## src/rtl/skid_reg_if.sv

```systemverilog
// Handshake bundle between a producer, the skid register and a consumer.
// The slave modport is the skid register's view; master is the environment driving it.
interface skid_reg_if #(
    parameter int DATA_WIDTH = 32
);
    logic                  valid_in;
    logic                  ready_out;
    logic [DATA_WIDTH-1:0] data_in;
    logic                  valid_out;
    logic                  ready_in;
    logic [DATA_WIDTH-1:0] data_out;

    modport slave (
        input  valid_in,
        input  data_in,
        input  ready_in,
        output ready_out,
        output valid_out,
        output data_out
    );

    modport master (
        output valid_in,
        output data_in,
        output ready_in,
        input  ready_out,
        input  valid_out,
        input  data_out
    );
endinterface

```

## src/rtl/skid_reg.sv

```systemverilog
// Two-entry handshaked pipeline register with registered ready_out and a skid entry.
// Optional synchronous flush port is enabled by defining SKID_REG_FLUSH_EN.
module skid_reg #(
    parameter int DATA_WIDTH = 32
) (
    input  logic       clock_in,
    input  logic       reset_in,
`ifdef SKID_REG_FLUSH_EN
    input  logic       flush_in,
`endif
    skid_reg_if.slave  bus
);

    typedef enum logic [1:0] {
        EMPTY = 2'd0,
        BUSY  = 2'd1,
        FULL  = 2'd2
    } state_t;

    state_t                state_q, state_d;
    logic [DATA_WIDTH-1:0] main_q, main_d;
    logic [DATA_WIDTH-1:0] skid_q, skid_d;
    logic                  valid_out_q, valid_out_d;
    logic                  ready_out_q, ready_out_d;
    logic                  accept;
    logic                  deliver;

    assign accept  = bus.valid_in & ready_out_q;
    assign deliver = valid_out_q & bus.ready_in;

    // Outputs are derived from the next state so they leave the block straight from flops.
    always_comb begin
        state_d = state_q;
        main_d  = main_q;
        skid_d  = skid_q;

        case (state_q)
            EMPTY: begin
                if (accept) begin
                    main_d  = bus.data_in;
                    state_d = BUSY;
                end
            end
            BUSY: begin
                if (accept && deliver) begin
                    main_d = bus.data_in;
                end else if (accept) begin
                    skid_d  = bus.data_in;
                    state_d = FULL;
                end else if (deliver) begin
                    state_d = EMPTY;
                end
            end
            FULL: begin
                if (deliver) begin
                    main_d  = skid_q;
                    state_d = BUSY;
                end
            end
            default: begin
                state_d = EMPTY;
            end
        endcase

`ifdef SKID_REG_FLUSH_EN
        if (flush_in) begin
            state_d = EMPTY;
            main_d  = main_q;
            skid_d  = skid_q;
        end
`endif

        valid_out_d = (state_d != EMPTY);
        ready_out_d = (state_d != FULL);
    end

    always_ff @(posedge clock_in or posedge reset_in) begin
        if (reset_in) begin
            state_q     <= EMPTY;
            main_q      <= '0;
            skid_q      <= '0;
            valid_out_q <= 1'b0;
            ready_out_q <= 1'b1;
        end else begin
            state_q     <= state_d;
            main_q      <= main_d;
            skid_q      <= skid_d;
            valid_out_q <= valid_out_d;
            ready_out_q <= ready_out_d;
        end
    end

    assign bus.valid_out = valid_out_q;
    assign bus.ready_out = ready_out_q;
    assign bus.data_out  = main_q;

endmodule

```

## src/flat_wrapper.sv

```systemverilog
// flat-port wrapper written by rule: the top's interface ports become plain ports
module skid_reg_flat 
#(
    parameter int DATA_WIDTH = 32
)
  (clock_in, reset_in, bus_valid_in, bus_data_in, bus_ready_in, bus_ready_out, bus_valid_out, bus_data_out);
  skid_reg_if #(.DATA_WIDTH(DATA_WIDTH)) bus_i ();
  input  logic clock_in;
  input  logic reset_in;
  input wire logic [$bits(bus_i.valid_in)-1:0] bus_valid_in;
  input wire logic [$bits(bus_i.data_in)-1:0] bus_data_in;
  input wire logic [$bits(bus_i.ready_in)-1:0] bus_ready_in;
  output wire logic [$bits(bus_i.ready_out)-1:0] bus_ready_out;
  output wire logic [$bits(bus_i.valid_out)-1:0] bus_valid_out;
  output wire logic [$bits(bus_i.data_out)-1:0] bus_data_out;
  assign bus_i.valid_in = bus_valid_in;
  assign bus_i.data_in = bus_data_in;
  assign bus_i.ready_in = bus_ready_in;
  assign bus_ready_out = bus_i.ready_out;
  assign bus_valid_out = bus_i.valid_out;
  assign bus_data_out = bus_i.data_out;
  skid_reg #(.DATA_WIDTH(DATA_WIDTH)) u_core (.clock_in(clock_in), .reset_in(reset_in), .bus(bus_i));
endmodule
```

## config.mk

```make
export PLATFORM = sky130hd
export DESIGN_NAME = skid_reg_flat
export DESIGN_NICKNAME = d
export VERILOG_FILES = /design/src/rtl/skid_reg_if.sv /design/src/rtl/skid_reg.sv /design/src/flat_wrapper.sv
export SDC_FILE = /design/constraint.sdc
export NUM_CORES = 1
export LEC_CHECK = 0
export CAP_MARGIN = 20
export CORE_MARGIN = 2
export CORE_UTILIZATION = 45
export DETAILED_ROUTE_END_ITERATION = 7
export PLACE_DENSITY_LB_ADDON = 0.1
export SYNTH_ARGS = -nofsm -noshare
export SYNTH_HDL_FRONTEND = slang
export SYNTH_SLANG_ARGS = --single-unit
```

## constraint.sdc

```tcl
create_clock -name clock_in -period 6.3 [get_ports clock_in]
set_input_delay 1.26 -clock clock_in [delete_from_list [all_inputs] [get_ports clock_in]]
set_output_delay 1.26 -clock clock_in [all_outputs]
set_load 0.05 [all_outputs]
```

==> metrics.txt, run 1 <==
Longest Clk Path Bufs 2; synth warn 0; fin. max-slew vios 0; Worst Hold Class flop to flop; final cell count without fillers about 370; Final Instance Area a little over 4000 um2; power per cell area 573 nW/um2; WL per Instance 15.6 um; placed insts 350; n_diodes 0; CTS buffer count 9; Ports 70; Avg Vias per Cell 4.94; global-route wire length before repair a little under 9 mm; Die W 88.5 um; largest net degree at the start of global routing 69; vias in the first global route between 1,500 and 2,000; Fin Clk Skew 0.0113 ns; placeable core area 6870 um2; number of fill cells 573; pre-CTS setup slack ~2.7 ns; sum of negative setup slack 0 ns; Slew @ Worst Pin 0.851 ns; Initial Util 0.468; final setup vio count 0; Final period util 0.519; flops & latches, synth 68; post_cts resized 0; Seq/Total Area, Yosys 0.530; setup repair bufs after CTS 0; Placed Area 3960 um2; Num Clock Sinks 68; Mapped Area approximately 3200 um2; initial antenna violation count 0; CTS Hold Bufs 0; H-tree levels 3; critical path data arrival time 3.49 ns; mean post-synth cell area 16.8 um2; Crit path required time 6.52 ns; Core Rows 30; Reg clk slew, reported paths 0.07 ns; Lkg Pwr 1.88 nW; number of vias in the routed layout 1,807; max-cap violations 0; I/O Buffers approximately 70; Final Hold Viols 0; DRT iter0 DRCs 28; die area slightly below 8000 um2; Chip Height between 80 and 90 um; Pwr Total 2.38 mW; status finished clean; 1st-pass router iterations 4; gr usage total 0.153; VDD IR-drop max 0.000253 V; post-synthesis cell type count 23; CP max FO 17; total detailed-routing wirelength around 5.7 mm; grt total ovfl 0; max_slew headroom 0.432; Mapped Cells 191; RSZ-0062 raised after global routing false; CP Class input pin to flop; hold slack 0.491 ns; fmax 306 MHz; clock latency on the worst-skew pair 0.34 ns; post-DP HPWL 3.74 mm; crit path time final 3.27 ns; critical path endpoint category flop; Final GP Congestion 0.777; post-layout util 0.604; share of layout cells above drive strength 1 0.430; Post-Syn Nets 227; root buf cell clkbuf_8; Final Net Count 301; DRC 0; startpoint types input pin; Layout area overhead 29.2%; Final ANT Viol Nets 0; Final WS setup 3.03 ns; clock tree from TritonCTS yes
flip-flops by register name, summed over array words and instances (netlist names):
name	count
u_core.bus.valid_out	1
u_core.skid_q	32
u_core.state_q	2
u_core.bus.data_out	32
u_core.bus.ready_out	1
cells in the mapped netlist:
cell type / number / area, um2
o211ai_2: 1 / 12.5
dfrtp_1: 67 / 1680
nand4_1: 1 / 6.26
mux2_1: 3 / 33.8
buf_8: 2 / 30.0
a21oi_1: 1 / 5.00
inv_1: 1 / 3.75
nand4bb_1: 1 / 11.3
a21boi_0: 1 / 7.51
buf_6: 5 / 56.3
buf_4: 3 / 22.5
a22o_1: 1 / 8.76
a21boi_1: 1 / 7.51
mux2_2: 39 / 439
o211ai_1: 1 / 7.51
nand4b_1: 1 / 8.76
and3b_2: 1 / 10.0
mux2_4: 54 / 811
nand2b_1: 1 / 6.26
a22oi_1: 1 / 7.51
o21ai_0: 1 / 5.00
nand2_1: 3 / 11.3
dfstp_2: 1 / 26.3
critical path, cell delays in order:
cell and delay [ns]:
clkdlybuf4s50_1 0.56, nand4_1 0.18, o211ai_4 0.67, buf_4 0.43, mux2_2 0.37
routing by layer:
metal | up-vias | wire [um] | global-route usage
met5 | - | 0 | 0
met4 | 0 | 63 | 0.0413
met3 | 7 | 270 | 0.0494
met2 | 44 | 2790 | 0.254
met1 | 917 | 2570 | 0.194
li1 | 839 | - | -
area by class of cell:
type                            count  area [um2]  share of cell area
Inverter                            1        3.75            0.000904
Tap cell                           96         120              0.0289
Timing Repair Buffer               73         721               0.174
Sequential cell                    68        1700               0.410
Clock inverter                      4        48.8              0.0118
Clock buffer                       12         145              0.0350
Multi-Input combinational cell    112        1410               0.340
worst paths after layout:
check / slack (ns) / from / cells past startpoint / end
worst max-delay path: 3.03 / bus_ready_in / 5 / u_core.bus.data_out[28]$_DFFE_PP0P_
worst min-delay path: 0.49 / u_core.skid_q[31]$_DFFE_PP0P_ / 1 / u_core.skid_q[31]$_DFFE_PP0P_
worst max register to register: 3.98 / u_core.bus.ready_out$_DFF_PP1_ / 4 / u_core.bus.data_out[28]$_DFFE_PP0P_
worst min register to register: 0.49 / u_core.skid_q[31]$_DFFE_PP0P_ / 1 / u_core.skid_q[31]$_DFFE_PP0P_
max in group asynchronous: 4.24 / reset_in / 3 / u_core.bus.data_out[25]$_DFFE_PP0P_
min in group asynchronous: 1.48 / reset_in / 3 / u_core.bus.data_out[12]$_DFFE_PP0P_
power by group:
group          switching (mW)  internal, mW  leakage (nW)  total (mW)
Sequential              0.125         0.663         0.803       0.789
Combinational           0.643         0.595         0.974        1.24
Clock                   0.157         0.193         0.100       0.351
layout by cell type, fill, tap and decap left out, types with 2 or more instances in the layout:
| cell | synthesis | final |
|---|---|---|
| mux2_4 | 54 | 54 |
| mux2_1 | 3 | 3 |
| clkbuf_1 | 0 | 2 |
| clkbuf_8 | 0 | 10 |
| mux2_2 | 39 | 39 |
| nand2_1 | 3 | 3 |
| clkdlybuf4s50_1 | 0 | 69 |
| clkinv_2 | 0 | 2 |
| buf_4 | 3 | 4 |
| dfrtp_1 | 67 | 67 |
cell families (layout without fill, tap and decap cells):
group                  after synthesis  after routing  synth area share
multiplexers                        96             96             0.399
buffers and inverters               11             90            0.0350
AND/OR/NAND/NOR                      8              8            0.0167
AO/OA/AOI/OAI                        8              8            0.0191
flip-flops                          68             68             0.530
Note: power is estimated with default switching activity, not from simulation.
==> run 2: changes to the inputs <==
==> constraint.sdc (replaced) <==
create_clock -name clock_in -period 2.7 [get_ports clock_in]
set_input_delay 0.54 -clock clock_in [delete_from_list [all_inputs] [get_ports clock_in]]
set_output_delay 0.54 -clock clock_in [all_outputs]
set_load 0.05 [all_outputs]
==> metrics.txt, run 2 (same netlist as run 1, synthesis figures left out) <==
gr usage total 0.155; Reg area 1700 um2; Worst Reg-to-Reg Cells 4; startpoint types flop; root buf cell clkbuf_8; max incr delay on CP around 0.8 ns; pre-CTS setup slack 0.385 ns; post-layout util 0.621; fin. max-slew vios 0; total detailed-routing wirelength 5.71 mm; crit path from u_core.bus.ready_out$_DFF_PP1_; Core Rows 30; R2R Path Start u_core.state_q[1]$_DFF_PP0_; setup slack, reg-to-reg 0.86 ns; Reg clk slew, reported paths 0.07 ns; post-DP HPWL 3.79 mm; Lkg Pwr 1.93 nW; area of the multi-input gates 1410 um2; crit path time final 2.27 ns; I/O Buffers around 70; Layout area overhead 32.8%; Pwr Total 5.86 mW; Gate power share 0.498; Longest Clk Path Bufs 2; setup repair bufs after CTS 0; switching power total 2.19 mW; status finished clean; largest net degree at the start of global routing 33; DRC 0; Final WS setup between 0.4 and 0.5 ns; Num Clock Sinks 68; global-route wire length before repair 9.02 mm; Die W 88.5 um; Final GP Congestion a little over 0.8; die area around 7800 um2; CP endpoint bus_ready_out; initial antenna violation count 0; commonest cells after routing, fill and taps aside clkdlybuf4s50_1, dfrtp_1, mux2_4; placed insts 353; grt total ovfl 0; VDD IR-drop max between 0.0006 and 0.0007 V; critical path depth 1; Chip Height 88.5 um; fmax 441 MHz; WL per Instance about 15 um; RSZ-0062 raised after global routing false; CP Class flop to primary output; max-cap violations 0; Final ANT Viol Nets 0; Avg Vias per Cell 4.83; Fin Clk Skew between 0.009 and 0.01 ns; final setup vio count 0; switching share of power 0.373; Final Hold Viols 0; 1st-pass router iterations 4; CTS Hold Bufs 0; CTS buffer count 9; Worst Hold Class flop to flop; final cell count without fillers ~370; worst path bufs/invs 1; max_slew headroom 0.621; crit-path cells clkdlybuf4s50_1; power per cell area 1370 nW/um2; number of fill cells 537; post_cts resized 0; Critical R2R Capture u_core.bus.data_out[30]$_DFFE_PP0P_; Final period util 0.841; Final Net Count 304; number of vias in the routed layout between 1,500 and 2,000; clock latency on the worst-skew pair 0.34 ns; most common cell after layout, fill and taps aside clkdlybuf4s50_1; DRT iter0 DRCs 58; CP max FO 6; Flop pwr share 0.315; n_diodes 0; placeable core area 6870 um2; slowest CP cell clkdlybuf4s50_1; Slew @ Worst Pin 0.568 ns; share of layout cells above drive strength 1 0.440; Top delay family on crit path buffers and inverters; vias in the first global route 1,855; Initial Util 0.468; critical path data arrival time 1.73 ns; critical path endpoint category primary output; clock tree from TritonCTS yes; part of the power in the clock network 0.188; Crit path required time 2.16 ns; sum of negative setup slack 0 ns; Ports 70; H-tree levels 3; internal power 3.68 mW
[run 2: cell types whose count changed in the layout (fill, tap and decap cells not counted)]
cell	change
clkbuf_8	-1
clkinvlp_4	+1
buf_4	+1
buf_12	+2
bufinv_16	+3
clkinv_2	-2
clkbuf_1	-1
[run 2: stage by stage]
step	hold slack [ns]	cell area (um2)
2_1_floorplan	0.460	3210
3_3_place_gp	0.472	4010
3_5_place_dp	0.481	4010
4_1_cts	0.498	4270
5_1_grt	0.505	4270
6_report	0.493	4270
[run 2: area by class of cell]
type | count | share of cell area
clock buffer | 10 | 0.0299
clock inverter | 6 | 0.0319
inverter | 1 | 0.000879
multi-input combinational | 112 | 0.330
sequential | 68 | 0.399
tap | 96 | 0.0281
timing repair buffer | 76 | 0.180
[run 2: how the worst min path moves through the flow]
stage	end	slack, ns	startpoint	cells past startpoint
floorplan	u_core.skid_q[29]$_DFFE_PP0P_	0.46	u_core.skid_q[29]$_DFFE_PP0P_	1
global placement	u_core.skid_q[31]$_DFFE_PP0P_	0.47	u_core.skid_q[31]$_DFFE_PP0P_	1
detailed placement	u_core.skid_q[31]$_DFFE_PP0P_	0.48	u_core.skid_q[31]$_DFFE_PP0P_	1
CTS	u_core.skid_q[30]$_DFFE_PP0P_	0.50	u_core.skid_q[30]$_DFFE_PP0P_	1
global route	u_core.skid_q[31]$_DFFE_PP0P_	0.51	u_core.skid_q[31]$_DFFE_PP0P_	1
finish	u_core.skid_q[31]$_DFFE_PP0P_	0.49	u_core.skid_q[31]$_DFFE_PP0P_	1
[run 2: layer usage]
| metal | wire length, um | GRT usage | up-vias |
|---|---|---|---|
| met3 | 256 | 0.0597 | 7 |
| met4 | 79 | 0.0468 | 0 |
| met5 | 0 | 0 | - |
| li1 | - | - | 842 |
| met1 | 2670 | 0.190 | 889 |
| met2 | 2710 | 0.256 | 46 |
[run 2: power groups by stage]
stage	Clock [mW]	Sequential [mW]	Combinational [mW]
3_5_place_dp	0	1.86	2.96
3_3_place_gp	0	1.85	2.92
5_1_grt	1.17	1.91	3.07
4_1_cts	1.13	1.85	2.96
6_report	1.10	1.84	2.92
2_1_floorplan	0	2.70	1.32
